==> src/rtl/ascon_fsm_pkg.sv <==
// Shared types and constants for the ASCON-128 encryption controller.
// Round indices are the core's own numbering: p12 runs 0..11, p6 runs 6..11.
package ascon_pack;

   typedef enum logic [3:0] {
      S_IDLE,
      S_INIT,
      S_WAIT_AD,
      S_AD,
      S_WAIT_PT,
      S_PT,
      S_FINAL,
      S_TAG,
      S_DONE
   } fsm_state_t;

   localparam logic [3:0]  ROUND_P12_FIRST = 4'd0;
   localparam logic [3:0]  ROUND_P6_FIRST  = 4'd6;
   localparam logic [3:0]  ROUND_LAST      = 4'd11;
   localparam int unsigned NB_PT_BLOCKS    = 3;
   localparam logic [1:0]  LAST_PT_BLOCK   = 2'(NB_PT_BLOCKS - 1);

endpackage

==> src/rtl/ascon_fsm_round_counter.sv <==
// Round index counter for the permutation core: loads the first round of
// a p12 or p6 sweep, then steps one round per enabled cycle.
module round_counter
   import ascon_pack::*;
(
   input  logic       clock_i,
   input  logic       resetb_i,
   input  logic       load_i,
   input  logic       load_p6_i,
   input  logic       inc_i,
   output logic [3:0] count_o,
   output logic       last_o
);

   logic [3:0] r_count;
   logic [3:0] w_load_value;

   assign w_load_value = load_p6_i ? ROUND_P6_FIRST : ROUND_P12_FIRST;

   // NOTE: sequential state uses non-blocking assignments so every register
   // samples pre-edge values, independent of process evaluation order.
   always_ff @(posedge clock_i or negedge resetb_i) begin
      if (!resetb_i) begin
         r_count <= ROUND_P12_FIRST;
      end else if (load_i) begin
         r_count <= w_load_value;
      end else if (inc_i) begin
         r_count <= r_count + 4'd1;
      end
   end

   assign count_o = r_count;
   assign last_o  = (r_count == ROUND_LAST);

endmodule

==> src/rtl/ascon_fsm.sv <==
// ASCON-128 encryption controller: sequences init, one AD block, three
// plaintext blocks and finalisation, one permutation round per clock.
module ascon_fsm
   import ascon_pack::*;
(
   input  logic       clock_i,
   input  logic       resetb_i,
   input  logic       start_i,
   input  logic       data_valid_i,
   output logic       data_ready_o,
   output logic [3:0] round_o,
   output logic       state_mode_o,
   output logic       en_reg_state_o,
   output logic       en_xor_data_o,
   output logic       en_xor_key_begin_o,
   output logic       en_xor_key_end_o,
   output logic       en_xor_lsb_o,
   output logic       en_cipher_o,
   output logic       en_tag_o,
   output logic       cipher_valid_o,
   output logic       end_o
);

   fsm_state_t r_state;
   fsm_state_t w_next;
   logic [1:0] r_blk;
   logic       r_cipher_valid;
   logic [3:0] w_count;
   logic       w_last;
   logic       w_cnt_load;
   logic       w_cnt_load_p6;
   logic       w_cnt_inc;
   logic       w_blk_clr;
   logic       w_blk_inc;

   round_counter u_round_counter (
      .clock_i   (clock_i),
      .resetb_i  (resetb_i),
      .load_i    (w_cnt_load),
      .load_p6_i (w_cnt_load_p6),
      .inc_i     (w_cnt_inc),
      .count_o   (w_count),
      .last_o    (w_last)
   );

   // NOTE: every signal gets a default before the case so no path leaves a
   // value unassigned, which would otherwise infer a latch.
   always_comb begin
      w_next             = r_state;
      w_cnt_load         = 1'b0;
      w_cnt_load_p6      = 1'b0;
      w_cnt_inc          = 1'b0;
      w_blk_clr          = 1'b0;
      w_blk_inc          = 1'b0;
      data_ready_o       = 1'b0;
      round_o            = 4'd0;
      state_mode_o       = 1'b0;
      en_reg_state_o     = 1'b0;
      en_xor_data_o      = 1'b0;
      en_xor_key_begin_o = 1'b0;
      en_xor_key_end_o   = 1'b0;
      en_xor_lsb_o       = 1'b0;
      en_cipher_o        = 1'b0;
      en_tag_o           = 1'b0;
      end_o              = 1'b0;
      case (r_state)
         S_IDLE, S_DONE: begin
            end_o = (r_state == S_DONE);
            if (start_i) begin
               w_next     = S_INIT;
               w_cnt_load = 1'b1;
               w_blk_clr  = 1'b1;
            end
         end
         S_INIT: begin
            round_o        = w_count;
            state_mode_o   = (w_count != ROUND_P12_FIRST);
            en_reg_state_o = 1'b1;
            if (w_last) begin
               en_xor_key_end_o = 1'b1;
               w_next           = S_WAIT_AD;
               w_cnt_load       = 1'b1;
               w_cnt_load_p6    = 1'b1;
            end else begin
               w_cnt_inc = 1'b1;
            end
         end
         // The counter already holds the phase's first round while waiting,
         // so the handshake cycle simply exposes it.
         S_WAIT_AD: begin
            data_ready_o = 1'b1;
            if (data_valid_i) begin
               round_o        = w_count;
               state_mode_o   = 1'b1;
               en_reg_state_o = 1'b1;
               en_xor_data_o  = 1'b1;
               w_cnt_inc      = 1'b1;
               w_next         = S_AD;
            end
         end
         S_AD: begin
            round_o        = w_count;
            state_mode_o   = 1'b1;
            en_reg_state_o = 1'b1;
            if (w_last) begin
               en_xor_lsb_o  = 1'b1;
               w_next        = S_WAIT_PT;
               w_cnt_load    = 1'b1;
               w_cnt_load_p6 = 1'b1;
            end else begin
               w_cnt_inc = 1'b1;
            end
         end
         S_WAIT_PT: begin
            data_ready_o = 1'b1;
            if (data_valid_i) begin
               round_o        = w_count;
               state_mode_o   = 1'b1;
               en_reg_state_o = 1'b1;
               en_xor_data_o  = 1'b1;
               en_cipher_o    = 1'b1;
               w_cnt_inc      = 1'b1;
               if (r_blk == LAST_PT_BLOCK) begin
                  en_xor_key_begin_o = 1'b1;
                  w_next             = S_FINAL;
               end else begin
                  w_next = S_PT;
               end
            end
         end
         S_PT: begin
            round_o        = w_count;
            state_mode_o   = 1'b1;
            en_reg_state_o = 1'b1;
            if (w_last) begin
               w_blk_inc     = 1'b1;
               w_next        = S_WAIT_PT;
               w_cnt_load    = 1'b1;
               // The last plaintext block merges into the p12 finalisation.
               w_cnt_load_p6 = (r_blk != LAST_PT_BLOCK - 2'd1);
            end else begin
               w_cnt_inc = 1'b1;
            end
         end
         S_FINAL: begin
            round_o        = w_count;
            state_mode_o   = 1'b1;
            en_reg_state_o = 1'b1;
            if (w_last) begin
               en_xor_key_end_o = 1'b1;
               w_next           = S_TAG;
            end else begin
               w_cnt_inc = 1'b1;
            end
         end
         S_TAG: begin
            en_tag_o = 1'b1;
            w_next   = S_DONE;
         end
         default: w_next = S_IDLE;
      endcase
   end

   always_ff @(posedge clock_i or negedge resetb_i) begin
      if (!resetb_i) begin
         r_state        <= S_IDLE;
         r_blk          <= 2'd0;
         r_cipher_valid <= 1'b0;
      end else begin
         r_state        <= w_next;
         r_cipher_valid <= en_cipher_o;
         if (w_blk_clr) begin
            r_blk <= 2'd0;
         end else if (w_blk_inc) begin
            r_blk <= r_blk + 2'd1;
         end
      end
   end

   assign cipher_valid_o = r_cipher_valid;

endmodule

==> config.mk <==
export PLATFORM = sky130hd
export DESIGN_NAME = ascon_fsm
export DESIGN_NICKNAME = d
export VERILOG_FILES = /design/src/rtl/ascon_fsm_pkg.sv /design/src/rtl/ascon_fsm_round_counter.sv /design/src/rtl/ascon_fsm.sv
export SDC_FILE = /design/constraint.sdc
export NUM_CORES = 1
export LEC_CHECK = 0
export CORE_MARGIN = 3
export CORE_UTILIZATION = 55
export CTS_BUF_LIST = sky130_fd_sc_hd__clkbuf_2
export DETAILED_ROUTE_END_ITERATION = 8
export PLACE_DENSITY = 0.86
export SYNTH_ARGS = -nofsm -noshare
export SYNTH_HDL_FRONTEND = slang
export SYNTH_HIERARCHICAL = 1
export SYNTH_SLANG_ARGS = --single-unit
==> constraint.sdc <==
create_clock -name clock_i -period 6 [get_ports clock_i]
set_input_delay 1.2 -clock clock_i [delete_from_list [all_inputs] [get_ports clock_i]]
set_output_delay 1.2 -clock clock_i [all_outputs]
set_load 0.1 [all_outputs]
# Yosys cells after proc, flatten, opt, wreduce, memory -nomap -nowiden
# Index checks and enable logic that the tools add are counted.
# word_totals
inputBits	4
output_inout_bits	15
elab_cells	73
regBits	11
# classes
reduce_logical	13
add_sub_neg	2
muxes	37
n_eq_ne	17
# op_table
operator	count
$mux W4	9
$pmux W4 S7	1
$mux W1	17
$eq A4 B3 Y1 const B	4
$reduce_or A2 Y1	5
$eq A4 B2 Y1 const B	2
$eq A4 B4 Y1 const B	2
$ne A2 B1 Y1 const B	4
$pmux W1 S2	4
$pmux W4 S2	1
$mux W2	3
$ne A2 B2 Y1 const B	3
$reduce_and A6 Y1	1
$reduce_or A3 Y1	2
$add A4 B1 Y4 const B	1
$eq A4 B1 Y1 const B	1
$logic_not A4 Y1	1
$reduce_bool A2 Y1	2
$reduce_bool A4 Y1	1
$reduce_or A4 Y1	1
$mux W3	1
$pmux W1 S3	1
$add A2 B1 Y2 const B	1
$eq A2 B2 Y1 const B	1

# Longest topological paths before layout
# logic_depth
ltp_word	5
ltp_mapped	9
ltp_nobuf	9

# Hierarchy
# The synthesis kept the hierarchy.
# modules_own_cells
mod	n_inst	cells_each	seq_area_each_um2	area_per_inst_um2
ascon_fsm	1	77	175.2	649.4
round_counter	1	20	100.1	212.7

# Worst setup path before layout
# No wires, ideal clock.
# synth_timing
kind	input to output
start	input data_valid_i
end	output en_xor_key_begin_o
setup_slack_ns	0.462
path_stages	3
n_path_buf	0
required_time_ns	4.800
t_arrival_ns	4.338
path_cell_list	nand3b_1 -> nor3_1 -> and2_1
# synth_between
elab_chain_cells	2
# synth_lines
item	line	text
start: declaration	ascon_fsm.sv:9	input logic data_valid_i,
$mux W1	ascon_fsm.sv:116	if (data_valid_i) begin
$mux W1	ascon_fsm.sv:66	case (r_state)
end: declaration	ascon_fsm.sv:15	output logic en_xor_key_begin_o,
# Every way passes these cells.

# Worst setup path after layout
# Ends and elaborated chain as after synthesis.

==> impl_metrics.toml <==
[placed_design]
port_buffers = 18
globalplace.congestion = 0.7636
hpwl_um = 1326

[yosys]
synth.top_cell.area_share = 0.3193
ys.warnings.count = 6
syn_avg_cell_area_um2 = 8.887
syn_nets = 104
synth_area_leaders = "dfrtp_1, a21oi_1, and2_1"
seq_area_frac_synth = 0.3193
synthFlopType = "dfrtp_1"
yosysMostFrequentCell = "dfrtp_1"
synth_top_area_cell = "dfrtp_1"
synth_edf_count = 0
ys_top_cells_by_count = "dfrtp_1, nor2_1, a21oi_1"
synth.distinct_cells = 40
synthCells = 97
post_synth_instance_area_um2 = 862.1
synth-seq-cells = 11
async_flop_share = 1.000

[final_layout]
drive_gt1_frac = 0.1770
num_antenna_cells = 0
multi_input_area_um2 = 536.8
fillers = 108
seq_area_um2 = 275.3
nNetsFinal = 121
area_growth_syn_to_layout_pct = 19.59

[floorplanning]
dieArea_um2 = 2078
ios = 19
core_area_um2 = 1383
die_w_um = 45.59
num_rows = 13
die_h_um = 45.59
start_util = 0.6235

[clock_tree]
clk_path_buf_depth = 2
cts_buffers = 3
cts-root-buf = "clkbuf_2"
ctsResizeCount = 0
clk_pin_slew_ps = 120
hold_buffers = 0
clock_sinks = 11
cts-htree-levels = 1
worstSkewPairLatency_ps = 260
tritoncts = "built"
post-cts-setup-buffer-count = 0

[sta]
fin_setup_tns_ps = 0
post-route-period-util = 0.7663
finalHoldViolCount = 0
finalMaxSlewViolations = 0
maxSlewHeadroom = 0.3495
fin_crit_ps = 4598
max_freq_mhz = 217.5
rsz0062_at_grt = "false"
worstMarginPinSlew_ps = 972.7
skew_ps = 0.5414
setup-violations-final = 0

[setup_path]
cp-start-kind = "input pin"
worstSetupPathType = "input pin to primary output"
reg2regPathDepth = 8
cp.arrival_ps = 3400
path_max_fanout = 6
required_ps = 4800
endpoint_kind = "primary output"

[run]
cap_violations = 0

[global_route]
antenna_found_initial = 0
first_global_vias = 687
grt_util_all_layers = 0.1979
grt_pass1_wl_um = 2980
grt_max_degree = 21
overflow = 0

[route]
vias = 761
wl_per_cell_um = 14.20
routed_wirelength_um = 1817
drcViolationCount = 0
vias_per_cell = 5.945
dr.pass1.iters = 4
ant_nets = 0
first_iter_violations = 22

[worst_hold_path]
hp-class = "register to register"
holdPathStages = 2

[run_status]
outcome = "finished, final reports clean"
## layout make-up
type | instances | area share
Multi-Input combinational cell | 76 | 0.5206
Sequential cell | 11 | 0.2670
Timing Repair Buffer | 18 | 0.1602
Clock buffer | 4 | 0.01942
Tap cell | 15 | 0.01820
Inverter | 4 | 0.01456
## kinds of logic after synthesis
kind of cell	Yosys count	synth area share
AO/OA/AOI/OAI	22	0.1960
XOR/XNOR	3	0.03048
adder cells (fa/ha/maj)	3	0.04355
buffers and inverters	10	0.05803
flip-flops	11	0.3193
multiplexers	5	0.06676
AND/OR/NAND/NOR	43	0.2859
## path summary, 6_finish.rpt
| kind | start | to | slack, ps |
|---|---|---|---|
| setup / recovery | data_valid_i | en_xor_key_begin_o | 1400 |
| hold / removal | r_blk[0] | r_blk[0] | 640 |
| setup reg to reg | u_round_counter/count_o[0] | u_round_counter/count_o[2] | 3620 |
| hold reg to reg | r_blk[0] | r_blk[0] | 640 |
| max in group asynchronous | resetb_i | u_round_counter/count_o[1] | 4380 |
| min in group asynchronous | resetb_i | r_state[3] | 1270 |
## flip-flops by register name, summed over array words and instances (netlist names)
register / cells
cipher_valid_o: 1
r_state: 4
u_round_counter/count_o: 4
r_blk: 2
## per-layer routing
layer,vias to the layer above,routed length [µm],part of all wire,global-route usage
li1,377,-,-,-
met5,-,0,0,0
met1,353,854,0.47,0.2659
met3,5,82,0.045,0.03557
met4,0,23,0.013,0.07018
met2,26,856,0.47,0.3148
## through the flow
stage               cell area, µm²  hold slack (ps)  std cells  setup WS, ps    util
finish                        1031            636.0        128          1402  0.7457
global route                  1031            666.5        128          1283  0.7457
CTS                           1031            641.9        128          1387  0.7457
detailed placement            1011            618.9        124          1386  0.7312
global placement              1011            584.2        124          1423  0.7312
floorplan                    862.1            548.9         97         462.3       -
## worst max-delay path, cell delays in order
cell,delay (ps)
clkdlybuf4s50_1,560
nand3b_1,100
nor3_1,250
and2_1,160
clkdlybuf4s50_1,1120
## cells in the final DEF, fill, tap and decap left out, types with 2 or more instances in the layout
cell / count
clkdlybuf4s50_1: 12
inv_1: 4
nand2b_1: 2
clkbuf_2: 4
nor3b_1: 3
buf_4: 6
nor2_1: 10
xnor2_1: 3
mux2i_1: 2
nor2b_1: 3
a21oi_1: 9
dfrtp_1: 11
and2_1: 7
nand2_1: 4
o21ai_0: 2
nor3_1: 5
nand3b_1: 2
ha_1: 3
Power is left out: the tool's default activity adds up to more than one toggle a clock period on the data nets, which glitch-free logic cannot reach.
